===== src/rtl/irq_pkg.sv =====
// rtl/irq_pkg.sv - shared CSR map, bit positions and FSM encoding for irq_pending_ctrl
package irq_pkg;

  localparam logic [1:0] ADDR_CTRL   = 2'd0;
  localparam logic [1:0] ADDR_STATUS = 2'd1;
  localparam logic [1:0] ADDR_MISS   = 2'd2;
  localparam logic [1:0] ADDR_LAT    = 2'd3;

  localparam int CTRL_EN_BIT    = 0;
  localparam int CTRL_MASK_BIT  = 1;
  localparam int STAT_ACK_BIT   = 0;
  localparam int STAT_IRQ_BIT   = 16;
  localparam int STAT_STATE_LSB = 17;

  typedef enum logic [1:0] {
    ST_IDLE = 2'd0,
    ST_REQ  = 2'd1,
    ST_HOLD = 2'd2
  } irq_state_e;

  // Increment that sticks at all-ones instead of wrapping.
  function automatic logic [31:0] sat_inc32(input logic [31:0] v);
    return (&v) ? v : v + 32'd1;
  endfunction

endpackage


===== src/rtl/irq_sat_counter.sv =====
// rtl/irq_sat_counter.sv - saturating up/down pending-event counter
module irq_sat_counter #(
  parameter int W = 4
) (
  input  logic         clk,
  input  logic         rst,
  input  logic         clr,
  input  logic         inc,
  input  logic         dec,
  output logic [W-1:0] count,
  output logic         overflow
);

  logic full;
  logic dec_ok;
  logic inc_ok;

  // A decrement only happens on a nonzero count; at full an increment is
  // accepted only if a decrement frees a slot in the same cycle.
  assign full     = &count;
  assign dec_ok   = dec && (count != '0);
  assign inc_ok   = inc && (!full || dec_ok);
  assign overflow = inc && full && !dec_ok;

  // Count register: clear wins, simultaneous inc/dec nets to no change.
  always_ff @(posedge clk) begin
    if (!rst) begin
      count <= '0;
    end else if (clr) begin
      count <= '0;
    end else if (inc_ok && !dec_ok) begin
      count <= count + W'(1);
    end else if (dec_ok && !inc_ok) begin
      count <= count - W'(1);
    end
  end

endmodule


===== src/rtl/irq_pending_ctrl.sv =====
// rtl/irq_pending_ctrl.sv - pending-event interrupt controller; optional latency capture under IRQ_LATENCY_EN
module irq_pending_ctrl
  import irq_pkg::*;
#(
  parameter int PEND_W  = 4,
  parameter int MISS_W  = 16,
  parameter int HOLDOFF = 2
) (
  input  logic        clk,
  input  logic        rst,
  input  logic        evt,
  output logic        irq,
  input  logic [1:0]  csr_addr,
  input  logic        csr_write,
  input  logic [31:0] csr_writedata,
  input  logic        csr_read,
  output logic [31:0] csr_readdata
);

  localparam int HOLD_W = $clog2(HOLDOFF + 1);

  logic              enable;
  logic              mask;
  logic [PEND_W-1:0] pend;
  logic              pend_ovf;
  logic [MISS_W-1:0] miss;
  logic [31:0]       lat;
  irq_state_e        state;
  logic [HOLD_W-1:0] hold_cnt;
  logic [31:0]       rd_mux;

  logic wr_ctrl;
  logic disable_wr;
  logic ack;
  logic miss_clr;
  logic evt_cnt;
  logic unused_wdata;

  assign wr_ctrl      = csr_write && (csr_addr == ADDR_CTRL);
  assign disable_wr   = wr_ctrl && !csr_writedata[CTRL_EN_BIT];
  assign ack          = csr_write && (csr_addr == ADDR_STATUS) && csr_writedata[STAT_ACK_BIT];
  assign miss_clr     = csr_write && (csr_addr == ADDR_MISS);
  assign evt_cnt      = enable && evt;
  assign unused_wdata = ^csr_writedata[31:2];

  irq_sat_counter #(
    .W(PEND_W)
  ) u_pend (
    .clk      (clk),
    .rst      (rst),
    .clr      (disable_wr),
    .inc      (evt_cnt),
    .dec      (ack),
    .count    (pend),
    .overflow (pend_ovf)
  );

  // CTRL register: enable and mask bits.
  always_ff @(posedge clk) begin
    if (!rst) begin
      enable <= 1'b0;
      mask   <= 1'b0;
    end else if (wr_ctrl) begin
      enable <= csr_writedata[CTRL_EN_BIT];
      mask   <= csr_writedata[CTRL_MASK_BIT];
    end
  end

  // Missed-event counter: events dropped at full pend, saturating, cleared by any write.
  always_ff @(posedge clk) begin
    if (!rst) begin
      miss <= '0;
    end else if (miss_clr) begin
      miss <= '0;
    end else if (pend_ovf && !(&miss)) begin
      miss <= miss + MISS_W'(1);
    end
  end

  // Request FSM with registered irq; a HOLD->REQ return raises irq on the same
  // edge so the low gap between requests is exactly HOLDOFF cycles.
  always_ff @(posedge clk) begin
    if (!rst) begin
      state    <= ST_IDLE;
      irq      <= 1'b0;
      hold_cnt <= '0;
    end else if (disable_wr) begin
      state <= ST_IDLE;
      irq   <= 1'b0;
    end else begin
      case (state)
        ST_IDLE: begin
          irq <= 1'b0;
          if ((pend != '0) && !mask) begin
            state <= ST_REQ;
          end
        end
        ST_REQ: begin
          if (mask) begin
            state <= ST_IDLE;
            irq   <= 1'b0;
          end else if (ack) begin
            state    <= ST_HOLD;
            irq      <= 1'b0;
            hold_cnt <= HOLD_W'(HOLDOFF - 1);
          end else begin
            irq <= 1'b1;
          end
        end
        ST_HOLD: begin
          if (hold_cnt == '0) begin
            if ((pend != '0) && !mask) begin
              state <= ST_REQ;
              irq   <= 1'b1;
            end else begin
              state <= ST_IDLE;
              irq   <= 1'b0;
            end
          end else begin
            hold_cnt <= hold_cnt - HOLD_W'(1);
            irq      <= 1'b0;
          end
        end
        default: begin
          state <= ST_IDLE;
          irq   <= 1'b0;
        end
      endcase
    end
  end

`ifdef IRQ_LATENCY_EN
  logic [31:0] lat_cnt;

  // Time the open request from irq rising; capture on the acknowledge that retires it.
  always_ff @(posedge clk) begin
    if (!rst) begin
      lat_cnt <= '0;
      lat     <= '0;
    end else begin
      lat_cnt <= irq ? sat_inc32(lat_cnt) : '0;
      if (ack && irq && (state == ST_REQ)) begin
        lat <= sat_inc32(lat_cnt);
      end
    end
  end
`else
  assign lat = '0;
`endif

  // Read mux; unused bits read as zero.
  always_comb begin
    rd_mux = '0;
    case (csr_addr)
      ADDR_CTRL: begin
        rd_mux[CTRL_EN_BIT]   = enable;
        rd_mux[CTRL_MASK_BIT] = mask;
      end
      ADDR_STATUS: begin
        rd_mux[PEND_W-1:0]          = pend;
        rd_mux[STAT_IRQ_BIT]        = irq;
        rd_mux[STAT_STATE_LSB +: 2] = state;
      end
      ADDR_MISS: begin
        rd_mux[MISS_W-1:0] = miss;
      end
      default: begin
        rd_mux = lat;
      end
    endcase
  end

  // Read data registered one cycle after the read strobe.
  always_ff @(posedge clk) begin
    if (!rst) begin
      csr_readdata <= '0;
    end else if (csr_read) begin
      csr_readdata <= rd_mux;
    end
  end

endmodule


===== config.mk =====
export PLATFORM = sky130hd
export DESIGN_NAME = irq_pending_ctrl
export DESIGN_NICKNAME = d
export VERILOG_FILES = /design/src/rtl/irq_pkg.sv /design/src/rtl/irq_sat_counter.sv /design/src/rtl/irq_pending_ctrl.sv
export SDC_FILE = /design/constraint.sdc
export NUM_CORES = 1
export LEC_CHECK = 0
export ABC_AREA = 0
export CORE_MARGIN = 5
export CORE_UTILIZATION = 25
export CTS_BUF_LIST = sky130_fd_sc_hd__clkbuf_8
export DETAILED_ROUTE_END_ITERATION = 16
export GPL_ROUTABILITY_DRIVEN = 1
export PLACE_DENSITY = 0.56
export RECOVER_POWER = 100
export SKIP_LAST_GASP = 1
export SYNTH_ARGS = -nofsm -noshare
export SYNTH_HDL_FRONTEND = slang
export SYNTH_SLANG_ARGS = --single-unit

===== constraint.sdc =====
create_clock -name clk -period 2.9 [get_ports clk]
set_clock_uncertainty 0.2 [all_clocks]
set_input_delay 0.29 -clock clk [delete_from_list [all_inputs] [get_ports clk]]
set_output_delay 0.29 -clock clk [all_outputs]
set_load 0.02 [all_outputs]

; ---- Yosys cells after proc, flatten, opt, wreduce, memory -nomap -nowiden
; Cells that the tools add are included.
[totals]
input_bits = 39
out_inout_bits = 33
regBits = 46
[op_classes]
n_addsub = 4
n_mux = 21
n_reduce_logical = 33
bitwise = 2
eq_ne = 10
[ops]
columns = op, n
row1 = adder 16 x 1 -> 16 bit (second input constant), 1
row2 = AND reduction 16 bit, 1
row3 = logical AND 1 bit, 14
row4 = two-way mux 2 bit, 7
row5 = two-way mux 12 bit, 1
row6 = case mux 2 bit (3 select lines), 2
row7 = two-way mux 4 bit, 2
row8 = != test 2 bit (second input constant), 4
row9 = case mux 2 bit (2 select lines), 2
row10 = logical NOT 1 bit, 6
row11 = logical NOT 2 bit, 3
row12 = two-way mux 1 bit, 5
row13 = AND reduction 5 bit, 1
row14 = adder 4 x 1 -> 4 bit (second input constant), 1
row15 = equality test 2 x 1 -> 1 bit (second input constant), 2
row16 = equality test 2 bit (second input constant), 2
row17 = AND reduction 4 bit, 1
row18 = nonzero test 2 bit, 2
row19 = nonzero test 4 bit, 1
row20 = OR reduction 2 bit, 2
row21 = subtractor 4 x 1 -> 4 bit (second input constant), 1
row22 = two-way mux 3 bit, 1
row23 = != test 3 x 2 -> 1 bit (second input constant), 1
row24 = AND reduction 3 bit, 1
row25 = 5 further kinds, 6

; ---- Depth between registers and ports, before layout
; Gate-level depths: netlist of run 1.
[depth]
word_depth = 10
mapped_depth = 14
ltp_nobuf = 12

; ---- Hierarchy
; Synthesis of run 1 repeated with hierarchy kept, for this count alone.
[unflattened]
cells_unflattened = 292
area_unflattened_um2 = 2453.6
[modules_own_cells]
columns = module, instances, cells_per_inst, seq_area_each_um2, area_per_inst_um2
row1 = irq_pending_ctrl, 1, 259, 840.8, 2173.3
row2 = irq_sat_counter, 1, 33, 80.1, 280.3

; ---- Worst setup path before layout of run 1
; No wires, ideal clock.
[synth_path]
path_kind = in2reg
from = input csr_addr[1]
to = register u_pend.count[3]
t_arrival_ps = 2375
stages = 13
setup_ps = 72
setup_slack_ps = 254
t_required_ps = 2628
path_cell_list = inv_1 > ha_1 > buf_6 > and3_1 > buf_6 > or2b_1 > ha_1 > inv_1 > ha_1 > a21o_1 > a21oi_1 > mux2i_1 > mux2i_1
[synth_via]
elab_chain_cells = 9
word_cells_on_any_way = 16
[synth_lines]
columns = item, line
row1 = from (decl), irq_pending_ctrl.sv:13  ; input logic [1:0] csr_addr,
row2 = equality test 2 x 1 -> 1 bit, irq_pending_ctrl.sv:41  ; assign ack = csr_write && (csr_addr == ADDR_STATUS) && csr_writedata[STAT_ACK_BIT];
row3 = logical AND 1 bit (2 in a row), irq_pending_ctrl.sv:41
row4 = logical AND 1 bit, irq_sat_counter.sv:21  ; assign dec_ok = dec && (count != '0);
row5 = logical OR 1 bit, irq_sat_counter.sv:22  ; assign inc_ok = inc && (!full || dec_ok);
row6 = logical AND 1 bit, irq_sat_counter.sv:22
row7 = logical NOT 1 bit, irq_sat_counter.sv:33  ; end else if (dec_ok && !inc_ok) begin
row8 = logical AND 1 bit, irq_sat_counter.sv:33
row9 = nonzero test 2 bit (no line), n/a
row10 = to (signal assigned), irq_sat_counter.sv:32  ; count <= count + W'(1);
row11 = to (signal assigned), irq_sat_counter.sv:34  ; count <= count - W'(1);
row12 = to (decl), irq_sat_counter.sv:10  ; output logic [W-1:0] count,
; Several ways; a longest one is shown, not always the timed one.
; A chain may end at the register's enable or synchronous reset.

; ---- Final worst setup path of run 1
; Same ends and word-level chain as after synthesis.

==> results of run 1 <==
critical path, stage by stage:
cell and delay (ns):
clkdlybuf4s50_1 0.42, inv_1 0.08, ha_1 0.15, and3_2 0.23, or2b_1 0.24, ha_1 0.21
inv_1 0.08, ha_1 0.23, a21o_1 0.17, a21oi_1 0.17, mux2i_1 0.29, mux2i_1 0.20
synthesized netlist by cell type, drive strengths merged (2+ instances only):
cell type / n
mux2i: 4
nor3: 4
buf: 16
and3: 4
nand2b: 19
o21a: 2
and2: 5
a21oi: 30
nand4: 8
a222oi: 2
clkbuf: 12
nand3: 22
nand4b: 2
ha: 13
or3: 2
a22oi: 2
or4: 6
nor4: 8
o31ai: 3
dfxtp: 46
a31oi: 4
nor2: 15
a41o: 2
or4b: 2
o21ai: 8
nand2: 14
and4: 2
inv: 19
o22ai: 5
o41ai: 3
registers in the layout, summed over array words and instances, names as in the netlist:
name,count
csr_readdata,19
miss,16
u_pend.count,4
hold_cnt,2
state,2
enable,1
irq,1
mask,1
layout by cell type, fill, tap and decap left out, types with 5 or more instances in the layout:
cell type,n
nand4_1,8
o22ai_1,5
or4_1,6
o21ai_0,6
nand2b_1,19
inv_1,19
dlygate4sd3_1,21
clkbuf_1,6
clkdlybuf4s50_1,7
ha_1,13
a21oi_1,30
conb_1,13
nor2_1,15
clkbuf_8,6
nor4_1,6
nand3_1,22
dfxtp_1,46
buf_4,12
nand2_1,14
kinds of logic after synthesis:
family          Yosys count  share of synthesized area, %
flops                    46                          36.7
mux                       4                          1.59
fa+ha+maj                14                          7.27
buf+inv                  48                          9.76
simple gates            117                          26.5
compound gates           69                          17.3
other cells               1                         0.149
xor+xnor                  2                         0.697
layer usage:
metal	wire length, um	vias to the layer above
li1	-	1141
met1	2660	1048
met2	2730	49
met3	343	9
met4	98	0
met5	0	-
report_power, final:
group,internal [uW],leakage (uW),total (uW),switching (uW)
sequential,641,0.000371,652,10.9
combinational,62.0,0.000697,153,91.4
clock,368,0.0000714,587,219
metrics by stage:
stage	worst slack (ns)	instance area (sq um)	setup TNS (ns)	utilization, %
3_5_place_dp	-0.135	2980	-0.135	30.5
4_1_cts	0.139	3120	0	31.9
5_1_grt	0.0316	3100	0	31.8
3_3_place_gp	-0.140	2980	-0.140	30.5
2_1_floorplan	0.254	2560	0	-
6_report	0.160	3100	0	31.8
how the worst min path moves through the flow:
stage                                start          endpoint  slack, ns  cells past startpoint
after global placement    csr_readdata[16]  csr_readdata[16]       0.26                      2
after detailed placement   csr_readdata[7]   csr_readdata[7]       0.26                      2
after CTS                  csr_readdata[7]   csr_readdata[7]       0.27                      2
after floorplan                        rst   csr_readdata[0]       0.21                      1
final                      csr_readdata[7]   csr_readdata[7]       0.26                      2
after global routing      csr_readdata[18]  csr_readdata[18]       0.29                      2
layout make-up:
cell class	count	area [sq um]	share of cell area, %
inverter	20	75.1	2.42
sequential	46	921	29.7
timing repair buffer	47	400	12.9
clock buffer	6	82.6	2.66
multi-input combinational	219	1400	45.1
tap	133	166	5.36
clock inverter	2	60.1	1.93
repair_timing:
item,4_1_cts,5_1_grt
setup endpoints to repair,0,1
gates resized for setup,0,2
setup buffers,0,0
hold buffers,0,0
endpoints found under the hold margin,0,0
==> impl_results.md, run 1 <==
* Status: finished clean
* Chip Width at between 100 and 150 um
* Met2 usage at between 10% and 20%
* CP required at between 2 and 3 ns
* Share of cells above drive strength 1 at 7.35%
* Clock transition at path regs at around 0.09 ns
* Worst-skew pair later-pin latency at 0.30 ns
* Met1 Usage GRT at about 13%
* Starting Density at between 20% and 30%
* Nets at between 300 and 400
* Via count at 2247
* First-pass GRT wire length at ~9700 um
* Initial antenna violation count at 0
* Worst r2r path cells at 9
* Max clock buf depth at 2
* Placed insts at roughly 470
* Setup violations, final at 0
* Met3 Use GR at approximately 1.6%
* Routability Congestion at 0.845
* Crit path to: u_pend.count[3]
* Reg2reg end: u_pend.count[3]
* CTS buffer count at 5
* Post-synth EDFFs at 0
* Unrepaired setup endpoints after global routing: false
* Worst Path Max Fanout at 4
* Top Usage Layer GRT: met2
* Fin. Hold Viols at 0
* Lkg Pwr at around 0.0011 uW
* Crit. End Element: flop
* Final WL at 5830 um
* Largest cells by area after synthesis: dfxtp_1 37%, ha_1 6.5%, a21oi_1 6.0%, nand2b_1 4.7%, nand3_1 4.4%
* Fillers at a little over 1000
* CP startpoint kind: primary input
* Final Critical Period at between 2 and 3 ns
* TritonCTS clock tree: built
* DP HPWL at 4390 um
* VDD IR-drop max at between 200 and 250 uV
* Type of the worst setup path: primary input to flop
* Pin count of the biggest net entering global routing at 21
* Mapped Area at between 2000 and 3000 sq um
* Most used DFF post-synth: dfxtp_1
* Synth warnings at 0
* Power consumption at 1390 uW
* Avg Cell Area, Syn at 8.35 sq um
* Reg2Reg Setup Slack at around 0.33 ns
* ANT nets after route at 0
* Core area at between 9000 and 10000 sq um
* Port bufs at 28
* DR pass1 iterations at 4
* Die area at between 10000 and 15000 sq um
* Diode count at 0
* Yosys reg bits at 46
* Netlist cell types at a little over 50
* Finished Layout Cells at 473
* Die Ht at approximately 110 um
* Part of the cycle the worst path needs at a little over nine tenths
* # DRC at 0
* Vias in the first global route at 2055
* Seq/Total Area, Yosys at 36.7%
* Syn-to-layout area delta at 23.6%
* Max-slew headroom at between 50% and 60%
* Hold slack at roughly 0.26 ns
* Iter 0 DRT Violations at about 100
* Most area-hungry cell type in the Yosys netlist: dfxtp_1
* RR Startpoint: u_pend.count[3]
* Crit path DAT at between 2 and 3 ns
* Fin. max-slew vios at 0
* # IOs at about 70
* Gr usage total at about a tenth
* FP Rows at 36
* FFs w/ async S/R, synth at 0%
* Hold WC Path Type: flop to flop
* Fmax at around 0.37 GHz
* Crit path from: csr_addr[1]
* Root Buffer: clkbuf_8
* Share of the synthesized area in the top cell type at a little over a third
* H-tree levels at 2
* Clock Sinks at 46
* Mapped Cells at roughly 300
* Worst-Margin Slew at between 0.6 and 0.7 ns
* Max cap viols at 0
* Vias per inst at 4.75
* PwrDens at ~450 nW/um^2
* DR WL/cell at 12.3 um
* Global route overflow at 0
No activity file was read; power rests on OpenSTA's default activity.
==> run 2: changes to the inputs <==
Settings changed: ABC_CLOCK_PERIOD_IN_PS from default to 2900.
==> results of run 2 <==
The final DEF is identical to that of run 1; final timing and power are the same.
==> run 3: changes to the inputs <==
Settings changed: CORE_MARGIN 5 to default, CTS_CLUSTER_SIZE from default to 28.
==> run 3 against run 2 <==
Sequential power barely moved. Clock-buffer cell count did not move. Utilization fell by 0.17 points. Fmax fell by 0.15%. Wire length fell by 4.0%. Die area fell by 14%. Critical path depth did not move. First-iteration DRC count rose by 11%. Final cell count rose by 0.21%. Via count fell by 1.6%.
==> impl_results.md, run 3 (synthesis gave the netlist of run 1 again) <==
* Most common cell after layout, fill and taps aside: dfxtp_1
* Routability Congestion at approximately 0.79
* ANT nets after route at 0
* Pin count of the biggest net entering global routing at 27
* Reg with most FFs: csr_readdata
* Fin. max-slew vios at 0
* Crit path top cell by count: ha_1
* Worst-Margin Slew at 0.878 ns
* Hold WC Path Type: flop to flop
* Setup violations, final at 0
* Power Internal at between 900 and 1000 uW
* CP cell instances: clkdlybuf4s50_1 > inv_1 > ha_1 > and3_1 > or2b_1 > ha_1 > inv_1 > ha_1 > a21o_1 > a21oi_1 > mux2i_1 > mux2i_1
* CTS buffer count at 5
* DP Worst Slack at -0.111 ns
* Worst Path Max Fanout at 4
* Type of the worst setup path: primary input to flop
* Clock transition at path regs at ~0.080 ns
* Max cap viols at 0
* Sw power at approximately 310 uW
* Diode count at 0
* DR WL/cell at ~12 um
* Root Buffer: clkbuf_8
* CP required at 2.93 ns
* CP peak stage delay at slightly above 0.4 ns
* Share of cells above drive strength 1 at between 7 and 8%
* First-pass GRT wire length at a little under 10000 um
* Gr usage total at a little under an eighth
* Fillers at between 1000 and 1500
* Gate power share at 11.9%
* Vias per inst at 4.66
* H-tree levels at 2
* Met2 usage at a little under 20%
* Delay-heaviest family, CP: adder cells
* Part of the cycle the worst path needs at between 90% and 100%
* DR pass1 iterations at 4
* Final Critical Period at 2.74 ns
* Unrepaired setup endpoints after global routing: false
* Core area at 9770 sq um
* Clk network pwr share at between 30 and 40%
* Flop pwr share at roughly half
* DP HPWL at approximately 4200 um
* # DRC at 0
* Fmax at between 0.3 and 0.4 GHz
* Crit. End Element: flop
* Port bufs at 28
* Global route overflow at 0
* Lkg Pwr at ~0.0011 uW
* Die Ht at just over 100 um
* Post-layout util at approximately a third
* Max-slew headroom at between 40% and 50%
* Syn-to-layout area delta at 22.9%
* Die area at around 10000 sq um
* Crit path DAT at ~2.8 ns
* Iter 0 DRT Violations at 112
* Sw Share at between 20% and 30%
* Power consumption at roughly 1300 uW
* Nets at about 390
* CP startpoint kind: primary input
* TritonCTS clock tree: built
* Largest registers: csr_readdata x19, miss x16, u_pend.count x4
* Met1 Usage GRT at around 15%
* FP Rows at 36
* Status: finished clean
* PwrDens at ~420 nW/um^2
* WP buf/inv at 3
* Fin. Hold Viols at 0
* Max clock buf depth at 2
* Most frequent cells in the layout: 46 x dfxtp_1, 30 x a21oi_1, 22 x nand3_1, 22 x dlygate4sd3_1
* Starting Density at approximately 26%
* Clock Sinks at 46
* PnR worst setup slack at about 0.16 ns
* Max reg flops at 19
* Post-CTS setup buffers at 0
* Top Usage Layer GRT: met2
* Slowest CP cell: clkdlybuf4s50_1
* Worst-skew pair later-pin latency at slightly below 0.3 ns
* Initial antenna violation count at 0
* Chip Width at 102 um
* # IOs at 72
* Vias in the first global route at 2008
* Met3 Use GR at between 1.5 and 2%
* Via count at approximately 2200
* VDD IR-drop max at 223 uV
* Final WL at 5590 um
run 3: layer usage:
layer / vias up / wire length, um
met5: - / 0
met4: 0 / 75
met3: 6 / 201
met2: 49 / 2580
met1: 1012 / 2740
li1: 1144 / -
run 3: timing repair:
action	in CTS	in global routing
hold buffers	0	0
gates resized for setup	0	1
hold endpoints to repair	0	0
endpoints found under the setup margin	0	1
run 3: cell type report:
class / instances / area [sq um] / share of cell area (%)
repair buffers: 49 / 415 / 13.5
well taps: 133 / 166 / 5.39
clock inverters: 1 / 30.0 / 0.972
inverters: 20 / 75.1 / 2.43
multi-input cells: 219 / 1400 / 45.3
clock buffers: 6 / 82.6 / 2.67
flip-flops and latches: 46 / 921 / 29.8
run 3: worst paths after layout:
kind,depth (start not counted),from,slack [ns],to
setup reg to reg,9,u_pend.count[3],0.31,u_pend.count[3]
hold / removal,2,csr_readdata[4],0.27,csr_readdata[4]
setup / recovery,12,csr_addr[1],0.16,u_pend.count[3]
hold reg to reg,2,csr_readdata[4],0.27,csr_readdata[4]
run 3: power groups by stage:
stage          registers, uW  logic (uW)  clock network [uW]
2_1_floorplan            666         118                   0
3_3_place_gp             666         154                   0
3_5_place_dp             667         157                   0
4_1_cts                  652         157                 502
5_1_grt                  655         176                 533
6_report                 652         155                 488
run 3: metrics by stage:
stage	instances	setup TNS [ns]	hold slack, ns	cell area (sq um)
3_5_place_dp	467	-0.111	0.259	2990
6_report	474	0	0.267	3090
2_1_floorplan	313	0	0.212	2560
5_1_grt	474	0	0.289	3090
4_1_cts	474	0	0.273	3100
3_3_place_gp	467	-0.121	0.256	2990
run 3: worst reg2reg max path, stage by stage (launching register included):
cell and delay, ns:
dfxtp_1 0.37, nor4_2 0.46, or2b_1 0.17, ha_1 0.16
inv_1 0.06, ha_1 0.27, a21o_1 0.17, a21oi_1 0.19
mux2i_1 0.27, mux2i_1 0.20
